$ cat src/rtl/mem_writeback_pkg.sv
`default_nettype none
// ============================================================================
// mem_writeback_pkg : shared encodings for the memory / write-back stage
// Rev 1.0
// ============================================================================
package mem_writeback_pkg;

  localparam logic [1:0] WB_ALU = 2'b00;
  localparam logic [1:0] WB_MEM = 2'b01;
  localparam logic [1:0] WB_PC4 = 2'b10;

  localparam logic [2:0] LB  = 3'b000;
  localparam logic [2:0] LH  = 3'b001;
  localparam logic [2:0] LW  = 3'b010;
  localparam logic [2:0] LBU = 3'b100;
  localparam logic [2:0] LHU = 3'b101;
  localparam logic [2:0] SB  = 3'b000;
  localparam logic [2:0] SH  = 3'b001;
  localparam logic [2:0] SW  = 3'b010;

  typedef enum logic [0:0] {
    IDLE   = 1'b0,
    ACCESS = 1'b1
  } state_e;

endpackage
`default_nettype wire

$ cat src/rtl/mem_writeback_load_store_align.sv
`default_nettype none
// ============================================================================
// load_store_align : byte-lane steering for stores and load data formatting
// Rev 1.0
// ============================================================================
module load_store_align
  import mem_writeback_pkg::*;
(
  input  logic [2:0]  fun3,
  input  logic [1:0]  addr,
  input  logic [31:0] store_data,
  input  logic [31:0] dmem_rdata,
  output logic [3:0]  mask,
  output logic [31:0] wdata,
  output logic [31:0] load_data,
  output logic        misaligned
);

  logic [7:0]  byte_sel;
  logic [15:0] half_sel;

  always_comb begin
    case (addr)
      2'd0:    byte_sel = dmem_rdata[7:0];
      2'd1:    byte_sel = dmem_rdata[15:8];
      2'd2:    byte_sel = dmem_rdata[23:16];
      default: byte_sel = dmem_rdata[31:24];
    endcase
    half_sel = addr[1] ? dmem_rdata[31:16] : dmem_rdata[15:0];

    case (fun3)
      LB:      load_data = {{24{byte_sel[7]}}, byte_sel};
      LH:      load_data = {{16{half_sel[15]}}, half_sel};
      LBU:     load_data = {24'b0, byte_sel};
      LHU:     load_data = {16'b0, half_sel};
      default: load_data = dmem_rdata;
    endcase
  end

  // Store fun3 arrives already folded onto SB/SH/SW by the caller.
  always_comb begin
    case (fun3)
      SB: begin
        mask  = 4'b0001 << addr;
        wdata = {4{store_data[7:0]}};
      end
      SH: begin
        mask  = 4'b0011 << addr;
        wdata = {2{store_data[15:0]}};
      end
      default: begin
        mask  = 4'b1111;
        wdata = store_data;
      end
    endcase
  end

  always_comb begin
    case (fun3)
      LB, LBU: misaligned = 1'b0;
      LH, LHU: misaligned = addr[0];
      default: misaligned = |addr;
    endcase
  end

endmodule
`default_nettype wire

$ cat src/rtl/mem_writeback.sv
`default_nettype none
// ============================================================================
// mem_writeback : RV32I memory-access and register write-back stage
// Rev 1.0
// ============================================================================
module mem_writeback
  import mem_writeback_pkg::*;
#(
  parameter int TIMEOUT_CYCLES = 255
) (
  input  logic        clk,
  input  logic        rst,
  input  logic        valid_in,
  input  logic        load,
  input  logic        store,
  input  logic        reg_write_in,
  input  logic [1:0]  mem_to_reg,
  input  logic [31:0] alu_result,
  input  logic [31:0] store_data,
  input  logic [31:0] pc_address,
  input  logic [31:0] instruction,
  output logic        dmem_req,
  output logic        dmem_we,
  output logic [31:0] dmem_addr,
  output logic [31:0] dmem_wdata,
  output logic [3:0]  dmem_mask,
  input  logic [31:0] dmem_rdata,
  input  logic        dmem_ack,
  output logic        stall,
  output logic        reg_write_out,
  output logic [31:0] rd_wb_data,
  output logic [31:0] instruction_rd_add,
  output logic        bus_err,
  output logic        misalign_err
);

  localparam int              CNT_W    = (TIMEOUT_CYCLES > 1) ? $clog2(TIMEOUT_CYCLES) : 1;
  localparam logic [CNT_W-1:0] CNT_LAST = CNT_W'(TIMEOUT_CYCLES - 1);
  localparam bit              TMO_EN   = (TIMEOUT_CYCLES != 0);

  state_e           state_q, state_d;
  logic [CNT_W-1:0] cnt_q, cnt_d;
  logic [2:0]       fun3_q, fun3_d;
  logic [4:0]       rd_q, rd_d;
  logic             rw_q, rw_d;
  logic             dmem_req_q, dmem_req_d;
  logic             dmem_we_q, dmem_we_d;
  logic [31:0]      dmem_addr_q, dmem_addr_d;
  logic [31:0]      dmem_wdata_q, dmem_wdata_d;
  logic [3:0]       dmem_mask_q, dmem_mask_d;
  logic             reg_write_out_q, reg_write_out_d;
  logic [31:0]      rd_wb_data_q, rd_wb_data_d;
  logic [4:0]       rd_add_q, rd_add_d;
  logic             bus_err_q, bus_err_d;
  logic             misalign_err_q, misalign_err_d;

  logic [4:0]  rd_in;
  logic [2:0]  fun3_in, fun3_eff, al_fun3;
  logic [1:0]  al_addr;
  logic [3:0]  al_mask;
  logic [31:0] al_wdata, al_load, wb_alu;
  logic        al_mis;
  logic        unused_instr;

  assign rd_in        = instruction[11:7];
  assign fun3_in      = instruction[14:12];
  assign unused_instr = ^{instruction[31:15], instruction[6:0]};

  // Undefined store widths behave as SW, so fold them before alignment.
  assign fun3_eff = (store && fun3_in != SB && fun3_in != SH) ? SW : fun3_in;

  // While a load is outstanding the aligner formats from the captured access.
  assign al_fun3 = (state_q == ACCESS) ? fun3_q : fun3_eff;
  assign al_addr = (state_q == ACCESS) ? dmem_addr_q[1:0] : alu_result[1:0];

  load_store_align u_align (
    .fun3       (al_fun3),
    .addr       (al_addr),
    .store_data (store_data),
    .dmem_rdata (dmem_rdata),
    .mask       (al_mask),
    .wdata      (al_wdata),
    .load_data  (al_load),
    .misaligned (al_mis)
  );

  always_comb begin
    case (mem_to_reg)
      WB_MEM:  wb_alu = al_load;
      WB_PC4:  wb_alu = pc_address + 32'd4;
      default: wb_alu = alu_result;
    endcase
  end

  always_comb begin
    state_d         = state_q;
    cnt_d           = cnt_q;
    fun3_d          = fun3_q;
    rd_d            = rd_q;
    rw_d            = rw_q;
    dmem_req_d      = dmem_req_q;
    dmem_we_d       = dmem_we_q;
    dmem_addr_d     = dmem_addr_q;
    dmem_wdata_d    = dmem_wdata_q;
    dmem_mask_d     = dmem_mask_q;
    reg_write_out_d = reg_write_out_q;
    rd_wb_data_d    = rd_wb_data_q;
    rd_add_d        = rd_add_q;
    bus_err_d       = 1'b0;
    misalign_err_d  = 1'b0;

    case (state_q)
      IDLE: begin
        if (!valid_in) begin
          reg_write_out_d = 1'b0;
        end else if (load || store) begin
          reg_write_out_d = 1'b0;
          if (al_mis) begin
            misalign_err_d = 1'b1;
          end else begin
            state_d      = ACCESS;
            cnt_d        = '0;
            fun3_d       = fun3_eff;
            rd_d         = rd_in;
            rw_d         = reg_write_in;
            dmem_req_d   = 1'b1;
            dmem_we_d    = store;
            dmem_addr_d  = alu_result;
            dmem_wdata_d = store ? al_wdata : 32'b0;
            dmem_mask_d  = store ? al_mask : 4'b0;
          end
        end else begin
          rd_wb_data_d    = wb_alu;
          rd_add_d        = rd_in;
          reg_write_out_d = reg_write_in && (rd_in != 5'd0);
        end
      end

      ACCESS: begin
        if (dmem_ack) begin
          state_d    = IDLE;
          cnt_d      = '0;
          dmem_req_d = 1'b0;
          if (!dmem_we_q) begin
            rd_wb_data_d    = al_load;
            rd_add_d        = rd_q;
            reg_write_out_d = rw_q && (rd_q != 5'd0);
          end else begin
            reg_write_out_d = 1'b0;
          end
        end else if (TMO_EN && cnt_q == CNT_LAST) begin
          state_d    = IDLE;
          cnt_d      = '0;
          dmem_req_d = 1'b0;
          bus_err_d  = 1'b1;
        end else begin
          cnt_d = cnt_q + CNT_W'(1);
        end
      end

      default: state_d = IDLE;
    endcase
  end

  always_ff @(posedge clk or negedge rst) begin
    if (!rst) begin
      state_q         <= IDLE;
      cnt_q           <= '0;
      fun3_q          <= '0;
      rd_q            <= '0;
      rw_q            <= 1'b0;
      dmem_req_q      <= 1'b0;
      dmem_we_q       <= 1'b0;
      dmem_addr_q     <= '0;
      dmem_wdata_q    <= '0;
      dmem_mask_q     <= '0;
      reg_write_out_q <= 1'b0;
      rd_wb_data_q    <= '0;
      rd_add_q        <= '0;
      bus_err_q       <= 1'b0;
      misalign_err_q  <= 1'b0;
    end else begin
      state_q         <= state_d;
      cnt_q           <= cnt_d;
      fun3_q          <= fun3_d;
      rd_q            <= rd_d;
      rw_q            <= rw_d;
      dmem_req_q      <= dmem_req_d;
      dmem_we_q       <= dmem_we_d;
      dmem_addr_q     <= dmem_addr_d;
      dmem_wdata_q    <= dmem_wdata_d;
      dmem_mask_q     <= dmem_mask_d;
      reg_write_out_q <= reg_write_out_d;
      rd_wb_data_q    <= rd_wb_data_d;
      rd_add_q        <= rd_add_d;
      bus_err_q       <= bus_err_d;
      misalign_err_q  <= misalign_err_d;
    end
  end

  assign stall              = (state_q == ACCESS);
  assign dmem_req           = dmem_req_q;
  assign dmem_we            = dmem_we_q;
  assign dmem_addr          = dmem_addr_q;
  assign dmem_wdata         = dmem_wdata_q;
  assign dmem_mask          = dmem_mask_q;
  assign reg_write_out      = reg_write_out_q;
  assign rd_wb_data         = rd_wb_data_q;
  assign instruction_rd_add = {20'b0, rd_add_q, 7'b0};
  assign bus_err            = bus_err_q;
  assign misalign_err       = misalign_err_q;

endmodule
`default_nettype wire
$ cat config.mk
export PLATFORM = sky130hd
export DESIGN_NAME = mem_writeback
export DESIGN_NICKNAME = d
export VERILOG_FILES = /design/src/rtl/mem_writeback_pkg.sv /design/src/rtl/mem_writeback_load_store_align.sv /design/src/rtl/mem_writeback.sv
export SDC_FILE = /design/constraint.sdc
export NUM_CORES = 1
export LEC_CHECK = 0
export CORE_UTILIZATION = 45
export CTS_CLUSTER_DIAMETER = 50
export CTS_CLUSTER_SIZE = 40
export DETAILED_ROUTE_END_ITERATION = 16
export GPL_TIMING_DRIVEN = 0
export HOLD_SLACK_MARGIN = 0.03
export PLACE_DENSITY = 0.92
export SLEW_MARGIN = 20
export SYNTH_ARGS = -nofsm -noshare
export SYNTH_HDL_FRONTEND = slang
export SYNTH_SLANG_ARGS = --single-unit
$ cat constraint.sdc
create_clock -name clk -period 3.2 [get_ports clk]
set_clock_uncertainty 0.2 [all_clocks]
set_input_delay 0.96 -clock clk [delete_from_list [all_inputs] [get_ports clk]]
set_output_delay 0.96 -clock clk [all_outputs]
set_load 0.005 [all_outputs]
After elaboration in Yosys (flattened, before gate mapping)

Index checks and enable logic that the tools add are counted.

Add/sub/neg operators: 2
Multiply operators: 0
Divide/modulo/power cells: 0
$lt $le $gt $ge: 0
Eq/ne operators: 16
Shift-type cells: 2
Muxes and demuxes: 52
Bitwise gates (word level): 2
Reduce and logical (&&, ||, !) cells: 17

Operators with widths:

| cell                    | count |
|---|---|
| $pmux W32 S2            | 3 |
| $mux W32                | 5 |
| $pmux W32 S4            | 1 |
| $mux W8                 | 5 |
| $add A32 B3 Y32 const B | 1 |
| $pmux W8 S3             | 1 |
| $mux W1                 | 21 |
| $mux W5                 | 4 |
| $mux W16                | 1 |
| $pmux W8 S2             | 1 |
| $ne A2 B2 Y1 const B    | 6 |
| $reduce_and A4 Y1       | 3 |
| $pmux W5 S2             | 1 |
| $reduce_bool A5 Y1      | 2 |
| $add A8 B1 Y8 const B   | 1 |
| $eq A8 B8 Y1 const B    | 1 |
| $pmux W1 S2             | 4 |
| $pmux W4 S2             | 1 |
| $eq A3 B3 Y1 const B    | 2 |
| $mux W3                 | 2 |
| $reduce_or A2 Y1        | 3 |
| $eq A2 B1 Y1 const B    | 2 |
| $eq A2 B2 Y1 const B    | 2 |
| $logic_and A1 B1 Y1     | 4 |
| other kinds (13)        | 14 |

Register bits after elaboration: 128
Latch bits: 0
Memory bits (writable): 0
Memory bits (read-only): 0
Output and inout port bits: 138
Word-level logic and storage cells: 106
Memories: 0

Depth between registers and ports, before layout

Depth after elaboration: 12
Mapped depth: 11

Modules after synthesis

Synthesis repeated with hierarchy kept, for this count alone.

Cell total of the unflattened synthesis: 980
Area total of the unflattened synthesis: 7836.3 um2

Modules (own cells, without submodules):

| module           | instances | cells an instance | area each (um2) | sequential area each (um2) |
|---|---|---|---|---|
| mem_writeback    | 1         | 808               | 6752.7          | 3203.1 |
| load_store_align | 1         | 172               | 1083.5          | 0.0 |

Worst setup path after synthesis

Ideal clock, no wire load.

Kind: input-to-reg
Start: input port mem_to_reg[0]
End: register rd_wb_data_q[25] (netlist: rd_wb_data[25])
Setup time: 0.126 ns
Arrival time: 2.484 ns
Path slack: 0.389 ns
Cell stages on the path: 9
Buffers on the path: 3
Cell sequence: inv_1 ha_1 clkbuf_1 inv_1 clkbuf_1 nand2_1 clkbuf_1 o21ai_0 a221o_1

Cells in the longest elaborated chain, start to end: 5
Elaborated cells between the ends (all ways): 6
Those cells by class: eq/ne: 2; mux: 4

Ends and longest elaborated chain:

| item                                                | RTL line             | RTL |
|---|---|---|
| start: declaration                                  | mem_writeback.sv:17  | `input logic [1:0] mem_to_reg,` |
| $eq A2 B2 Y1 / $eq A2 B1 Y1 (equally long branches) | mem_writeback.sv:88  | `case (mem_to_reg)` |
| $pmux W32 S2 (*)                                    | mem_writeback.sv:88  |  |
| $mux W32 (*)                                        | mem_writeback.sv:116 | `end else if (load \|\| store) begin` |
| $mux W32 (*)                                        | mem_writeback.sv:114 | `if (!valid_in) begin` |
| $pmux W32 S2 (*)                                    | mem_writeback.sv:112 | `case (state_q)` |
| end signal: assignment                              | mem_writeback.sv:194 | `rd_wb_data_q <= rd_wb_data_d;` |
| end: declaration                                    | mem_writeback.sv:52  | `logic [31:0] rd_wb_data_q, rd_wb_data_d;` |

Mark *: on every way between the ends. The rest lies on a longest branch, timed or not. The select of a mux whose other input is x is not followed.
A chain may end at the register's enable or synchronous reset.

Final worst setup path

Start: input port mem_to_reg[0]
End: register rd_wb_data_q[26] (netlist: rd_wb_data[26])

The elaborated chain is that of the path after synthesis.

==> out/metrics.csv <==
stage;metric;value;unit
global_routing;vias in the first global route;8590;
yosys;top_reg_cell synth;dfrtp_1;
sta;RSZ-0062 raised after global routing;false;
critical_path;crit path DAT;3.29;ns
detailed_routing;Via Count;9040;
global_routing;initial antenna violation count;0;
run_status;status;complete, no violations;
cells_and_area;share of cells above drive strength 1;10.12;%
sta;final setup fails;0;
yosys;syn avg cell area;8.055;µm²
detailed_routing;Avg WL per Cell;21.24;µm
sta;Max Clock Freq;314.3;MHz
clock_network;# H-tree levels;4;
cells_and_area;Final nets;1456;
yosys;Ys Warns;0;
floorplan;Die X-Extent;134.4;µm
cells_and_area;non-filler cells, final;1521;
yosys;Mapped Area;0.007886;mm²
power_and_ir_drop;Pwr Total;9.188;mW
floorplan;Initial Util;45.91;%
detailed_routing;Via density;5.943;
floorplan;core box area;0.01718;mm²
hold_path;worst hold path type;in2async;
clock_network;clock tree sinks;128;
placed_design;Port-buffer cells;255;
cells_and_area;most frequent cells in the layout;309 x nand2_1, 252 x clkdlybuf4s50_1, 128 x dfrtp_1;
sta;setup tns final;0;ns
global_routing;global-route wire length before repair;48010;µm
yosys;Synth Register Bits;128;
clock_network;Clock Path Buffers;2;
clock_network;Worst-path clk slew;0.06;ns
yosys;FFs w/ async S/R, synth;100.0;%
global_routing;Total GRT Usage;35.59;%
clock_network;CTS Buf Count;17;
floorplan;# rows;48;
clock_network;clock latency on the worst-skew pair;0.43;ns
detailed_routing;TritonRoute pass-1 iters;6;
detailed_routing;WL final;32310;µm
sta;Final Cycle Share;99.42;%
critical_path;Req. time, crit path;3.31;ns
detailed_routing;DR iter-0 viols;1034;
sta;Pins Over Slew Limit;0;
placed_design;final HPWL from detailed placement;24450;µm
critical_path;CP Launch Type;input pin;
sta;setup ws final;0.01849;ns
clock_network;TritonCTS clock tree;yes;
yosys;Post-synth EDFFs;0;
yosys;post-synth cell types;66;
sta;Worst-Margin Slew;0.7926;ns
sta;fin crit period;3.182;ns
global_routing;largest net degree at the start of global routing;83;
sta;Final Hold Viols;0;
yosys;Synth top area share;40.62;%
power_and_ir_drop;peak supply drop;0.0004951;V
placed_design;GPL Wtd Cong;1.007;
critical_path;crit path max fanout;10;
clock_network;CTS Root Buffer Type;clkbuf_16;
critical_path;Setup Crit Path Kind;in2reg;
detailed_routing;Routed Antenna Nets;0;
clock_network;# hold bufs at CTS;0;
power_and_ir_drop;P per Cell Area;794.0;mW/mm²
cells_and_area;Layout area overhead;46.74;%
placed_design;Inst Count DP;1486;
floorplan;Boundary Pins;307;
global_routing;total gr overflow;0;
cells_and_area;most common cell after layout, fill and taps aside;nand2_1;
floorplan;Die ar.;0.01806;mm²
sta;hold_ws;0.2284;ns
floorplan;Die Ht;134.4;µm
detailed_routing;# DRC;0;
critical_path;crit end category;register;
yosys;sequential share of the synthesized area;40.62;%
yosys;Synth area leaders;dfrtp_1 41%, nand2_1 15%, o21ai_0 4.2%;
yosys;area leader, netlist;dfrtp_1;
flow_run;Max Cap Violations;0;
yosys;Post-Synthesis Cells;979;
power_and_ir_drop;Pleak;5.215;nW
placed_design;pre-CTS WS;-1.091;ns
sta;Max-slew headroom;47.16;%
registers in the layout (all words and copies together) (netlist names):
signal	flops
dmem_req	1
rd_q	5
dmem_wdata	32
fun3_q	3
dmem_addr	32
dmem_mask	4
cnt_q	8
stall	1
dmem_we	1
rw_q	1
reg_write_out	1
misalign_err	1
rd_add_q	5
rd_wb_data	32
bus_err	1
per-stage QoR:
stage          util (%)  area, µm²
3_5_place_dp      63.17      10850
4_1_cts           66.80      11470
5_1_grt           67.36      11570
3_3_place_gp      62.98      10820
6_report          67.37      11570
2_1_floorplan         -       7984
timing repair:
| action | 4_1_cts | 5_1_grt |
|---|---|---|
| resized for setup | 11 | 33 |
| setup buffers | 0 | 4 |
| pin swaps | 0 | 4 |
| setup endpoints to repair | 53 | 115 |
final cells by class:
type | count | area, µm²
antenna | 1 | 2.502
buffer | 91 | 521.8
clock buffer | 17 | 425.4
clock inverter | 15 | 173.9
fill | 1397 | 5604
inverter | 10 | 37.54
multi-input combinational | 774 | 4307
sequential | 128 | 3203
tap | 225 | 281.5
timing repair buffer | 260 | 2620
kinds of logic (layout without fill, tap and decap cells):
group | count (synthesis) | in the layout | share of synthesized area [%]
simple gates | 461 | 461 | 25.26
compound gates | 218 | 218 | 18.64
flops | 128 | 128 | 40.62
buf+inv | 103 | 393 | 6.854
mux | 37 | 37 | 4.902
xor+xnor | 26 | 26 | 2.888
fa+ha+maj | 5 | 5 | 0.7933
other cells | 1 | 28 | 0.04755
power by group:
| group | switching, mW | internal [mW] | total (mW) |
|---|---|---|---|
| registers | 0.449 | 2.29 | 2.74 |
| clock network | 0.839 | 1.17 | 2.01 |
| logic | 2.30 | 2.13 | 4.43 |
| total | 3.59 | 5.60 | 9.19 |
worst max-delay path, stage by stage:
cell and delay (ns):
clkdlybuf4s50_1 0.54, inv_1 0.10, ha_4 0.31, inv_1 0.09
clkbuf_2 0.26, clkbuf_1 0.40, o21ai_0 0.29, a221o_1 0.34
synth_stat cells (7+ instances only):
| master | count |
|---|---|
| nor3_1 | 8 |
| o211ai_1 | 14 |
| o21ai_0 | 66 |
| buf_2 | 15 |
| a31oi_1 | 7 |
| xor2_1 | 11 |
| o221ai_1 | 13 |
| inv_1 | 9 |
| a221o_1 | 9 |
| nand2b_1 | 11 |
| mux2i_1 | 27 |
| xnor2_1 | 15 |
| dfrtp_1 | 128 |
| nand2_1 | 309 |
| a221oi_1 | 8 |
| nand4_1 | 9 |
| nor2_1 | 38 |
| a22oi_1 | 10 |
| buf_4 | 32 |
| o2111ai_1 | 9 |
| clkbuf_1 | 41 |
| a21oi_1 | 39 |
| and3_1 | 8 |
| nor2b_1 | 9 |
| mux2_2 | 9 |
| nand3_1 | 42 |
worst paths after layout:
check	from	endpoint	cells past startpoint	slack (ns)
setup reg to reg	stall	rd_wb_data[5]	8	0.21
max in group asynchronous	rst	fun3_q[2]	2	1.84
min in group clk	dmem_mask[1]	dmem_mask[1]	2	0.27
hold / removal	rst	rd_add_q[0]	1	0.23
setup / recovery	mem_to_reg[0]	rd_wb_data[26]	8	0.02
hold reg to reg	dmem_mask[1]	dmem_mask[1]	2	0.27
routing by layer:
| layer | GRT usage [%] | share of wire (%) | up-vias |
|---|---|---|---|
| met4 | 19.66 | 5.2 | 0 |
| met1 | 42.89 | 37 | 4251 |
| li1 | - | - | 3991 |
| met2 | 58.15 | 47 | 663 |
| met3 | 9.070 | 11 | 135 |
| met5 | 0 | 0 | - |
Note: power is estimated with default switching activity, not from simulation.
